## src/rtl/pipe_pkg.sv

```systemverilog
// Constants shared by the pipelined MIPS core front end.
package pipe_pkg;

    localparam int unsigned PC_STEP_DEFAULT = 4;
    localparam logic [31:0] NOP_INSTR       = 32'h0000_0000;
    localparam logic [31:0] RESET_PC        = 32'h0000_0000;

endpackage

```

## src/rtl/fetch_queue.sv

```systemverilog
// Synchronous FIFO holding {pc, instr} entries between fetch and decode.
// The head is read from the register file, never bypassed from the push port.
module fetch_queue #(
    parameter int unsigned      WIDTH     = 40,
    parameter int unsigned      DEPTH     = 4,
    parameter logic [WIDTH-1:0] RESET_VAL = '0
) (
    input  logic                     clk,
    input  logic                     reset,
    input  logic                     flush,
    input  logic                     push,
    input  logic [WIDTH-1:0]         push_data,
    input  logic                     pop,
    output logic                     head_valid,
    output logic [WIDTH-1:0]         head_data,
    output logic [$clog2(DEPTH):0]   count
);

    localparam int unsigned PTR_W = $clog2(DEPTH);
    localparam int unsigned CNT_W = PTR_W + 1;

    logic [WIDTH-1:0] mem_q [DEPTH];
    logic [PTR_W-1:0] rd_ptr_q;
    logic [PTR_W-1:0] wr_ptr_q;
    logic [CNT_W-1:0] count_q;
    logic             full;
    logic             do_push;
    logic             do_pop;

    assign full       = (count_q == CNT_W'(DEPTH));
    assign head_valid = (count_q != '0);
    assign do_pop     = pop && head_valid;
    // A simultaneous pop frees the slot, so push-while-full is legal then.
    assign do_push    = push && (!full || do_pop);
    assign head_data  = mem_q[rd_ptr_q];
    assign count      = count_q;

    always_ff @(posedge clk) begin
        if (!reset) begin
            rd_ptr_q <= '0;
            wr_ptr_q <= '0;
            count_q  <= '0;
            for (int unsigned i = 0; i < DEPTH; i++) begin
                mem_q[i] <= RESET_VAL;
            end
        end else if (flush) begin
            // Head entry stays readable as a stale, don't-care value.
            wr_ptr_q <= rd_ptr_q;
            count_q  <= '0;
        end else begin
            if (do_push) begin
                mem_q[wr_ptr_q] <= push_data;
                wr_ptr_q        <= wr_ptr_q + 1'b1;
            end
            if (do_pop) begin
                rd_ptr_q <= rd_ptr_q + 1'b1;
            end
            count_q <= count_q + CNT_W'(do_push) - CNT_W'(do_pop);
        end
    end

    always_ff @(posedge clk) begin
        if (reset && !flush) begin
            assert (!(push && full && !do_pop))
                else $error("fetch_queue: push while full");
        end
    end

endmodule

```

## src/rtl/fetch_unit.sv

```systemverilog
// Instruction-fetch front end: PC, fixed-latency IMEM request tracking with
// credit-based issue, and a decode-facing instruction queue.
module fetch_unit
    import pipe_pkg::*;
#(
    parameter int unsigned PC_W     = 8,
    parameter int unsigned INSTR_W  = 32,
    parameter int unsigned QDEPTH   = 4,
    parameter int unsigned IMEM_LAT = 1,
    parameter int unsigned PC_STEP  = PC_STEP_DEFAULT
) (
    input  logic                      clk,
    input  logic                      reset,
    input  logic                      load,
    input  logic [PC_W-1:0]           load_val,
    input  logic                      redirect,
    input  logic [PC_W-1:0]           redirect_pc,
    output logic                      imem_req,
    output logic [PC_W-1:0]           imem_addr,
    input  logic [INSTR_W-1:0]        imem_rdata,
    output logic                      id_valid,
    output logic [INSTR_W-1:0]        id_instr,
    output logic [PC_W-1:0]           id_pc,
    input  logic                      id_ready,
    output logic [PC_W-1:0]           pc,
    output logic [$clog2(QDEPTH):0]   q_count
);

    localparam int unsigned CNT_W   = $clog2(QDEPTH) + 1;
    localparam int unsigned SUM_W   = CNT_W + 1;
    localparam int unsigned ENTRY_W = PC_W + INSTR_W;
    localparam logic [PC_W-1:0]    PC_RESET    = PC_W'(RESET_PC);
    localparam logic [ENTRY_W-1:0] ENTRY_RESET = {PC_RESET, INSTR_W'(NOP_INSTR)};

    logic [PC_W-1:0]    pc_q;
    logic [PC_W-1:0]    pc_d;
    logic               flush;
    logic               inflight_v_q  [IMEM_LAT];
    logic [PC_W-1:0]    inflight_pc_q [IMEM_LAT];
    logic [SUM_W-1:0]   inflight_cnt;
    logic [SUM_W-1:0]   occupancy;
    logic               credit;
    logic               q_push;
    logic [ENTRY_W-1:0] q_push_data;
    logic [ENTRY_W-1:0] q_head;

    assign flush = load || redirect;

    always_comb begin
        inflight_cnt = '0;
        for (int unsigned i = 0; i < IMEM_LAT; i++) begin
            inflight_cnt = inflight_cnt + SUM_W'(inflight_v_q[i]);
        end
    end

    // Same-cycle pops are not credited back; keeps the check off the id_ready path.
    assign occupancy = SUM_W'(q_count) + inflight_cnt;
    assign credit    = (occupancy < SUM_W'(QDEPTH));
    assign imem_req  = reset && !flush && credit;
    assign imem_addr = pc_q;
    assign pc        = pc_q;

    always_comb begin
        pc_d = pc_q;
        if (load) begin
            pc_d = load_val;
        end else if (redirect) begin
            pc_d = redirect_pc;
        end else if (imem_req) begin
            pc_d = pc_q + PC_W'(PC_STEP);
        end
    end

    always_ff @(posedge clk) begin
        if (!reset) begin
            pc_q <= PC_RESET;
        end else begin
            pc_q <= pc_d;
        end
    end

    // Stage IMEM_LAT-1 lines up with the cycle its data is on imem_rdata.
    always_ff @(posedge clk) begin
        if (!reset || flush) begin
            for (int unsigned i = 0; i < IMEM_LAT; i++) begin
                inflight_v_q[i] <= 1'b0;
            end
        end else begin
            inflight_v_q[0]  <= imem_req;
            inflight_pc_q[0] <= pc_q;
            for (int unsigned i = 1; i < IMEM_LAT; i++) begin
                inflight_v_q[i]  <= inflight_v_q[i-1];
                inflight_pc_q[i] <= inflight_pc_q[i-1];
            end
        end
    end

    assign q_push      = inflight_v_q[IMEM_LAT-1];
    assign q_push_data = {inflight_pc_q[IMEM_LAT-1], imem_rdata};

    fetch_queue #(
        .WIDTH     (ENTRY_W),
        .DEPTH     (QDEPTH),
        .RESET_VAL (ENTRY_RESET)
    ) u_queue (
        .clk        (clk),
        .reset      (reset),
        .flush      (flush),
        .push       (q_push),
        .push_data  (q_push_data),
        .pop        (id_ready),
        .head_valid (id_valid),
        .head_data  (q_head),
        .count      (q_count)
    );

    assign {id_pc, id_instr} = q_head;

endmodule

```

## config.mk

```make
export PLATFORM = sky130hd
export DESIGN_NAME = fetch_unit
export DESIGN_NICKNAME = d
export VERILOG_FILES = /design/src/rtl/pipe_pkg.sv /design/src/rtl/fetch_queue.sv /design/src/rtl/fetch_unit.sv
export SDC_FILE = /design/constraint.sdc
export NUM_CORES = 1
export LEC_CHECK = 0
export CAP_MARGIN = 0
export CORE_ASPECT_RATIO = 0.8
export CORE_MARGIN = 2
export CORE_UTILIZATION = 50
export DETAILED_ROUTE_END_ITERATION = 10
export HOLD_SLACK_MARGIN = 0.12
export PLACE_DENSITY_LB_ADDON = 0.08
export REMOVE_ABC_BUFFERS = 1
export SYNTH_ARGS = -nofsm -noshare
export SYNTH_HDL_FRONTEND = slang
export SYNTH_SLANG_ARGS = --single-unit
```

## constraint.sdc

```tcl
create_clock -name clk -period 12.7 [get_ports clk]
set_input_delay 2.54 -clock clk [delete_from_list [all_inputs] [get_ports clk]]
set_output_delay 2.54 -clock clk [all_outputs]
set_load 0.02 [all_outputs]
```

---- Word level (Yosys, flattened, before mapping) ----
Memory sizes are Yosys's and may differ from the RTL's. A register that Yosys moved wholly into a read port is not among the register bits.
Index checks and enable logic that the tools add are counted.
word-level totals
  output and inout bits ................... 61
  bits of input ports ..................... 53
  word-level logic and storage cells ...... 54
  bits in registers ....................... 15
  memory bits (writable) .................. 169
  memories ................................ 3
memories
  memory         depth  bits a word  read ports  clocked after Yosys merged registers in  wr ports  RTL line           source
  u_queue.mem_q  4      40           1           1                                        4         fetch_queue.sv:22  logic [WIDTH-1:0] mem_q [DEPTH];
  inflight_pc_q  1      8            1           0                                        1         fetch_unit.sv:39   logic [PC_W-1:0] inflight_pc_q [IMEM_LAT];
  inflight_v_q   1      1            1           0                                        1         fetch_unit.sv:38   logic inflight_v_q [IMEM_LAT];
cells by class
  bitwise operators ....................... 2
  add/subtract/negate cells ............... 6
  $lt $le $gt $ge ......................... 1
  multiplexer cells ....................... 20
  eq/ne operators ......................... 1
  reduce and logical (&&, ||, !) cells .... 17
operators by type and width
  cell                                                        number
  2-to-1 mux 40 bit                                           1
  OR reduction 40 bit                                         1
  2-to-1 mux 8 bit                                            3
  2-to-1 mux 1 bit                                            11
  2-to-1 mux 2 bit                                            5
  adder 8 x 3 -> 8 bit, second input constant                 1
  nonzero test 3 bit                                          2
  adder 2 x 1 -> 2 bit, second input constant                 2
  adder 3 x 1 -> 4 bit                                        1
  logical AND 1 bit                                           4
  less-than comparator 4 x 3 -> 1 bit, second input constant  1
  adder 3 x 1 -> 3 bit                                        1
  == test 3 bit, second input constant                        1
  logical NOT 1 bit                                           3
  logical OR 1 bit                                            3
  subtractor 3 x 1 -> 3 bit                                   1
  inverter 1 bit                                              2
  AND reduction 2 bit                                         1
  nonzero test 2 bit                                          1
  OR reduction 2 bit                                          1
  OR reduction 1 bit                                          1

---- Longest topological paths before layout ----
Gate-level depths: netlist of run 1.
  depth after elaboration ................. 10
  mapped depth ............................ 8
  depth with buffers taken out ............ 8

---- By module ----
A second synthesis of run 1 with hierarchy kept.
unflattened totals
  cells, all modules ...................... 530
  area total of the unflattened synthesis .. 8210.4 sq um
modules (own cells, without submodules)
  module       cells each  instances  area each (sq um)  sequential area each (sq um)
  fetch_queue  444         1          7333.3             4984.8
  fetch_unit   86          1          877.1              420.4

---- Worst setup path after synthesis of run 1 ----
OpenSTA, ideal clock, no wires.
  path kind ............................... input-to-reg
  from .................................... in redirect
  to ...................................... mem u_queue.mem_q[0][0] (enable)
  data arrival time ....................... 6261 ps
  stages .................................. 5
  setup slack ............................. 5942 ps
  path buffers ............................ 2
  library setup time ...................... 498 ps
  data required time ...................... 12202 ps
  cells stage by stage .................... clkbuf_8 nor2_4 clkbuf_1 nand2_1 o31ai_1
RTL lines
  element      RTL line           source
  from (decl)  fetch_unit.sv:16   input logic redirect,
  to (decl)    fetch_queue.sv:22

---- Final worst setup path of run 1 ----
  from .................................... in redirect
  to ...................................... out imem_req
between the ends
  word-level cells in the longest chain between the ends .. 4
RTL lines
  element            RTL line          source
  logical OR 1 bit   fetch_unit.sv:47  assign flush = load || redirect;
  logical NOT 1 bit  --
  logical AND 1 bit  --
  logical AND 1 bit  fetch_unit.sv:59  assign imem_req = reset && !flush && credit;
  to (decl)          fetch_unit.sv:18  output logic imem_req,
Every way passes these cells.

==> results of run 1 <==
==> state kept, by name (all words and copies together) (netlist names), named ones only <==
register          count
u_queue.mem_q       160
inflight_v_q          1
u_queue.count         3
u_queue.wr_ptr_q      2
inflight_pc_q         8
u_queue.rd_ptr_q      2
imem_addr             8
==> cells by family after synthesis <==
| family | count (synthesis) | synth area share [%] |
|---|---|---|
| mux | 44 | 11.3 |
| compound gates | 28 | 2.69 |
| simple gates | 201 | 15.5 |
| fa+ha+maj | 5 | 0.841 |
| flops | 186 | 64.9 |
| buf+inv | 44 | 3.97 |
| xor+xnor | 8 | 0.841 |
==> worst min path at each step <==
| stage | end | slack, ns | depth (start not counted) |
|---|---|---|---|
| 2_1_floorplan | u_queue.wr_ptr_q[0] | 0.51 | 1 |
| 6_report | inflight_pc_q[0][7] | 0.52 | 0 |
| 3_5_place_dp | inflight_pc_q[0][7] | 0.51 | 0 |
| 4_1_cts | inflight_pc_q[0][7] | 0.53 | 0 |
| 3_3_place_gp | inflight_pc_q[0][7] | 0.52 | 0 |
| 5_1_grt | inflight_pc_q[0][1] | 0.54 | 0 |
==> cell usage in the layout, fill, tap and decap left out, types with 3 or more instances in the layout <==
cell type	count
sky130_fd_sc_hd__nor2_1	3
sky130_fd_sc_hd__and2_4	10
sky130_fd_sc_hd__buf_4	7
sky130_fd_sc_hd__xor2_1	4
sky130_fd_sc_hd__xnor2_1	4
sky130_fd_sc_hd__nand2b_1	3
sky130_fd_sc_hd__clkinv_1	4
sky130_fd_sc_hd__ha_1	4
sky130_fd_sc_hd__inv_1	5
sky130_fd_sc_hd__and2_1	154
sky130_fd_sc_hd__nand2_1	11
sky130_fd_sc_hd__o21ai_4	3
sky130_fd_sc_hd__clkdlybuf4s50_1	113
sky130_fd_sc_hd__nor2_4	3
sky130_fd_sc_hd__o21ai_0	3
sky130_fd_sc_hd__mux4_2	40
sky130_fd_sc_hd__edfxtp_1	168
sky130_fd_sc_hd__mux2i_1	4
sky130_fd_sc_hd__nand4_1	3
sky130_fd_sc_hd__nor2b_1	4
sky130_fd_sc_hd__clkinv_2	3
sky130_fd_sc_hd__a21oi_1	5
sky130_fd_sc_hd__clkbuf_16	17
sky130_fd_sc_hd__o211a_1	5
sky130_fd_sc_hd__dfxtp_1	16
sky130_fd_sc_hd__bufinv_16	3
==> power groups by stage <==
stage / sequential (mW) / clock, mW / combinational (mW)
2_1_floorplan: 0.712 / 0 / 0.0314
3_3_place_gp: 0.707 / 0 / 0.0862
3_5_place_dp: 0.708 / 0 / 0.0864
4_1_cts: 0.695 / 0.535 / 0.0869
5_1_grt: 0.697 / 0.558 / 0.0917
6_report: 0.695 / 0.526 / 0.0855
==> routing by layer <==
layer	part of all wire, %	vias to the layer above
li1	-	2099
met1	45	2324
met2	49	122
met3	4.9	6
met4	0.55	0
met5	0	-
==> critical path: stages <==
cell                              delay (ns)
sky130_fd_sc_hd__clkdlybuf4s50_1        0.64
sky130_fd_sc_hd__nor2_4                 0.42
sky130_fd_sc_hd__nand2_1                0.18
sky130_fd_sc_hd__nor2b_1                0.16
sky130_fd_sc_hd__clkdlybuf4s50_1        0.63
==> through the flow <==
step | std cells | setup slack (ns) | cell area, um2 | hold WS [ns]
after global routing | 850 | 5.47 | 10100 | 0.543
after global placement | 818 | 5.64 | 9530 | 0.520
final | 850 | 5.59 | 10100 | 0.525
after CTS | 850 | 5.58 | 10100 | 0.528
after detailed placement | 818 | 5.60 | 9530 | 0.513
after floorplan | 478 | 6.28 | 8020 | 0.512
==> final cells by class <==
type / instances / area (um2) / area share (%)
clock buffers: 18 / 429 / 4.24
clock inverters: 14 / 153 / 1.51
inverters: 6 / 22.5 / 0.223
multi-input cells: 286 / 2640 / 26.1
flip-flops and latches: 186 / 5410 / 53.5
well taps: 220 / 275 / 2.72
repair buffers: 120 / 1180 / 11.7
==> out/summary.md, run 1 <==
Status
- **outcome** complete, no violations

Job
- **maxcap violations** 0

Pwr
- **Clk network pwr share** 40.3%
- **reported net switching power** 0.272 mW
- **static leakage** 3.67 nW
- **total design power** 1.31 mW
- **internal power** 1.03 mW
- **Seq pwr share** 53.2%
- **power density relative to cell area** 129 mW/mm2
- **peak supply drop** 0.0890 mV
- **part of the total power dissipated in combinational logic** 6.5%
- **Sw Share** 20.9%

Timing
- **Hold Fails Final Rpt** 0
- **final worst path period share** 56.0%
- **setup total negative slack** 0 ns
- **Worst Clk Skew** 0.0131 ns
- **final critical-path required period** 7.11 ns
- **achievable frequency** 141 MHz
- **Final Slew Violations** 0
- **measured slew at the worst slew-check pin** 1.07 ns
- **remaining max-slew budget at the tightest pin** 28.5%
- **RSZ-0062 raised after global routing** false
- **final setup violation count** 0

Setup path
- **worst r2r src** u_queue.count[1]
- **Critical Path Start** redirect
- **RR Endpoint** u_queue.mem_q[0][37]
- **crit path capture** imem_req
- **data required time at the worst endpoint** 10.16 ns
- **critical path capture point type** primary output
- **category of the critical setup timing path** primary input to primary output
- **arrival time at the worst endpoint** 4.57 ns
- **logic depth of the worst register-to-register path** 4
- **kind of launch point of the worst setup path** primary input
- **maximum fanout along the worst path** 14
- **Register-to-Register Setup Slack** 10.18 ns

GRT
- **met3 Use GR** 4.44%
- **Global Route met2 Usage** 32.3%
- **met1 usage** 27.0%
- **Overall Global Routing Usage** 19.7%
- **GRT overflow** 0
- **largest net degree at the start of global routing** 41
- **antenna violations before repair** 0
- **GRT busiest layer** met2
- **number of global-route vias before repair** 4,828
- **global-route wire length before repair** 26,100 um

Clock network
- **Post CTS Setup Buffer Count** 0
- **post-cts hold buffer count** 0
- **CTS sink cnt** 186
- **Bufs on Longest Clock Path** 2
- **cell at the root of the clock tree** sky130_fd_sc_hd__clkbuf_16
- **Resize count post-CTS** 0
- **TritonCTS Buffers** 17
- **Clk pin slew, worst setup/hold paths** 0.07 ns
- **H-tree level count** 4
- **clock tree from TritonCTS** done
- **latest clock arrival within the worst-skew pair** 0.42 ns

Layout
- **P&R area growth vs syn** 21.4%
- **fin nets** 675
- **Inserted Diodes** 0
- **end-of-flow core utilization** 61.5%
- **FILL cells** 1,242
- **layout cells sized above 1** 16.0%

Synth
- **largest area contributor in the synthesized netlist** sky130_fd_sc_hd__edfxtp_1
- **number of different library cells in the post-synthesis netlist** 46
- **ranking of synthesized cells by instance count** sky130_fd_sc_hd__edfxtp_1, sky130_fd_sc_hd__and2_1, sky130_fd_sc_hd__mux4_2
- **synth warn** 0
- **fraction of synthesized cell area taken by the top area cell type** 60.6%
- **#FFs+latches synth** 186
- **syn avg cell area** 16.1 um2
- **Async SR Flop Fraction** 0%
- **Synth Instances** 516
- **main flop type after synthesis** sky130_fd_sc_hd__edfxtp_1
- **library cell with the highest instance count after synthesis** sky130_fd_sc_hd__edfxtp_1
- **part of the Yosys area used for sequential elements** 64.9%
- **leading post-synthesis cells by cell area** sky130_fd_sc_hd__edfxtp_1, sky130_fd_sc_hd__and2_1, sky130_fd_sc_hd__mux4_2
- **area of the mapped netlist** 0.00833 mm2
- **number of enable-type register cells in the synthesized netlist** 168

Routing
- **routed len/inst** 19.3 um
- **drt drc** 0
- **antenna violation net count after detailed routing** 0
- **final wirelength** 16,400 um
- **total number of vias** 4,551
- **starting DRC count in detailed routing** 372
- **number of iterations in the first detailed-routing pass** 4
- **vias per cell** 5.35

Place
- **last weighted congestion value of the routability-driven placer** 0.855
- **Final HPWL DP** 9180 um
- **IO buf count** 113

Floorplanning
- **die area** 0.0177 mm2
- **Chip Width** 148 um
- **number of cell rows** 42
- **ports placed on the boundary** 114
- **core box area** 0.0164 mm2
- **Die Ht** 119 um
- **initial cell density of the core** 50.6%

Hold path
- **launch instance of the worst min-delay path** imem_addr[7]
- **classification of the worst-slack hold path** flop to flop

(Power assumes the default switching activity.)
==> run 2: changes to the inputs <==
Clock period 12.7 ns to 6.4 ns, I/O delays scaled along.
==> run 2 against run 1 <==
Via count decreased by 0.88%; routed wire length up 0.11%; largest cell class unchanged; hold slack got worse by 0.0033 ns; clock-buffer cell count up 1; clock skew decreased by 0.0046 ns; cell count decreased by 0.12%; global-route usage is 0.11 points higher; non-clock buffer count unchanged; setup slack lost 3.8 ns; first-iteration DRC count decreased by 9.1%; critical path depth stayed put.
==> out/summary.md, run 2 (same netlist as run 1, synthesis figures left out) <==
Status
- **outcome** complete, no violations

Setup path
- **critical path capture point type** primary output
- **list of cells traversed by the critical path** clkdlybuf4s50_1 -> nor2_4 -> nand2_1 -> nor2b_1 -> clkdlybuf4s50_1
- **Top Family by Delay on Critical Path** buffers and inverters
- **slowest stage cell, crit path** sky130_fd_sc_hd__clkdlybuf4s50_1
- **data required time at the worst endpoint** 5.12 ns, -5.04 ns
- **critical path's largest stage delay** 0.63 ns, about the same
- **maximum fanout along the worst path** 14, unchanged
- **combined buffer and inverter count along the critical path** 2, unchanged
- **arrival time at the worst endpoint** 3.29 ns, -1.28 ns
- **kind of launch point of the worst setup path** primary input
- **category of the critical setup timing path** primary input to primary output
- **dominant cell type by count on the critical path** sky130_fd_sc_hd__clkdlybuf4s50_1

Timing
- **final critical-path required period** 4.57 ns
- **final worst path period share** 71.5%
- **RSZ-0062 raised after global routing** false
- **Hold Fails Final Rpt** 0, unchanged
- **final setup violation count** 0, unchanged
- **Final WS setup** 1.83 ns, -3.76 ns
- **Worst Clk Skew** 0.00856 ns, -0.00458 ns
- **measured slew at the worst slew-check pin** 1.03 ns, -0.0410 ns
- **setup total negative slack** 0 ns, unchanged
- **Final Slew Violations** 0, unchanged
- **remaining max-slew budget at the tightest pin** 31.4%, +2.9 points
- **achievable frequency** 219 MHz

Clock network
- **TritonCTS Buffers** 17, unchanged
- **CTS sink cnt** 186, unchanged
- **H-tree level count** 4, unchanged
- **cell at the root of the clock tree** sky130_fd_sc_hd__clkbuf_16
- **Post CTS Setup Buffer Count** 0, unchanged
- **Bufs on Longest Clock Path** 2, unchanged
- **latest clock arrival within the worst-skew pair** 0.44 ns, +0.02 ns
- **Resize count post-CTS** 0, unchanged
- **post-cts hold buffer count** 0, unchanged
- **clock tree from TritonCTS** done
- **Clk pin slew, worst setup/hold paths** 0.07 ns, about the same

Floorplanning
- **initial cell density of the core** 50.6%, unchanged
- **Die Ht** 119 um, unchanged
- **core box area** 0.0164 mm2, unchanged
- **number of cell rows** 42, unchanged
- **Chip Width** 148 um, unchanged
- **die area** 0.0177 mm2, unchanged
- **ports placed on the boundary** 114, unchanged

Pwr
- **power density relative to cell area** 261 mW/mm2, +100%
- **static leakage** 3.68 nW, +0.30%
- **peak supply drop** 0.202 mV, +130%

Routing
- **antenna violation net count after detailed routing** 0, unchanged
- **final wirelength** 16,500 um, +0.11%
- **drt drc** 0, unchanged
- **number of iterations in the first detailed-routing pass** 4, unchanged
- **total number of vias** 4,511, -0.88%
- **routed len/inst** 19.4 um, +0.23%
- **vias per cell** 5.31, -0.76%
- **starting DRC count in detailed routing** 338, -9.1%

GRT
- **Overall Global Routing Usage** 19.8%, +0.11 points
- **met3 Use GR** 4.56%, +0.11 points
- **GRT overflow** 0, unchanged
- **met1 usage** 27.5%, +0.42 points
- **number of global-route vias before repair** 4,713, -2.4%
- **Global Route met2 Usage** 31.5%, -0.87 points
- **GRT busiest layer** met2
- **global-route wire length before repair** 25,900 um, -0.53%
- **antenna violations before repair** 0, unchanged
- **largest net degree at the start of global routing** 41, unchanged

Layout
- **fin nets** 675, unchanged
- **Inserted Diodes** 0, unchanged
- **layout cells sized above 1** 16.2%, +0.18 points
- **commonest non-fill, non-tap cell in the layout** sky130_fd_sc_hd__edfxtp_1
- **number of flip-flops under the largest register name** 160, unchanged
- **P&R area growth vs syn** 21.7%
- **commonest cells after routing, fill and taps aside** sky130_fd_sc_hd__edfxtp_1, sky130_fd_sc_hd__and2_1, sky130_fd_sc_hd__clkdlybuf4s50_1
- **FILL cells** 1,238, -0.32%
- **Most flops, register** u_queue.mem_q

Place
- **last weighted congestion value of the routability-driven placer** 0.853, -0.33%
- **Final HPWL DP** 9430 um, +2.7%
- **worst slack at placement** 1.87 ns, -3.73 ns
- **IO buf count** 113, unchanged

Hold path
- **classification of the worst-slack hold path** flop to flop

Job
- **maxcap violations** 0, unchanged

[run 2: per-layer routing]
layer	share of wire (%)	vias to the layer above
met2	48	134
met3	5.0	21
met4	1.3	0
met1	46	2256
li1	-	2100
met5	0	-
[run 2: where the power goes]
| part | internal [mW] | total, mW | switching (mW) |
|---|---|---|---|
| registers | 1.36 | 1.38 | 0.0188 |
| logic | 0.0832 | 0.170 | 0.0869 |
| clock network | 0.650 | 1.09 | 0.443 |
[run 2: worst reg2reg max path: cells and delay by family, from the launching register on]
kind,cells,cell delay (ns)
AOI/OAI and AO/OA,2,1.17
DFF,1,0.52
and+or+nand+nor,1,0.25
buffers and inverters,1,0.50
[run 2: final cells by class]
class / instances / area, um2 / share of cell area (%)
flip-flops and latches: 186 / 5410 / 53.4
well taps: 220 / 275 / 2.72
multi-input cells: 286 / 2640 / 26.1
repair buffers: 120 / 1180 / 11.7
clock buffers: 19 / 433 / 4.27
inverters: 6 / 22.5 / 0.222
clock inverters: 12 / 171 / 1.69
[run 2: final timing paths]
kind                         start                    to  slack, ns  cells after the start
setup reg to reg  u_queue.count[1]  u_queue.mem_q[0][26]       3.62                      4
setup / recovery          redirect              imem_req       1.83                      5
hold reg to reg       imem_addr[7]   inflight_pc_q[0][7]       0.52                      0
hold / removal        imem_addr[7]   inflight_pc_q[0][7]       0.52                      0
[run 2: through the flow]
stage               area [um2]  util (%)  hold WS [ns]  power (mW)  instances
global route             10100      61.6         0.545        2.73        849
floorplan                 8020         -         0.512        1.48        478
CTS                      10100      61.6         0.528        2.66        849
finish                   10100      61.6         0.522        2.64        849
global placement          9530      58.0         0.521        1.57        818
detailed placement        9530      58.0         0.518        1.58        818
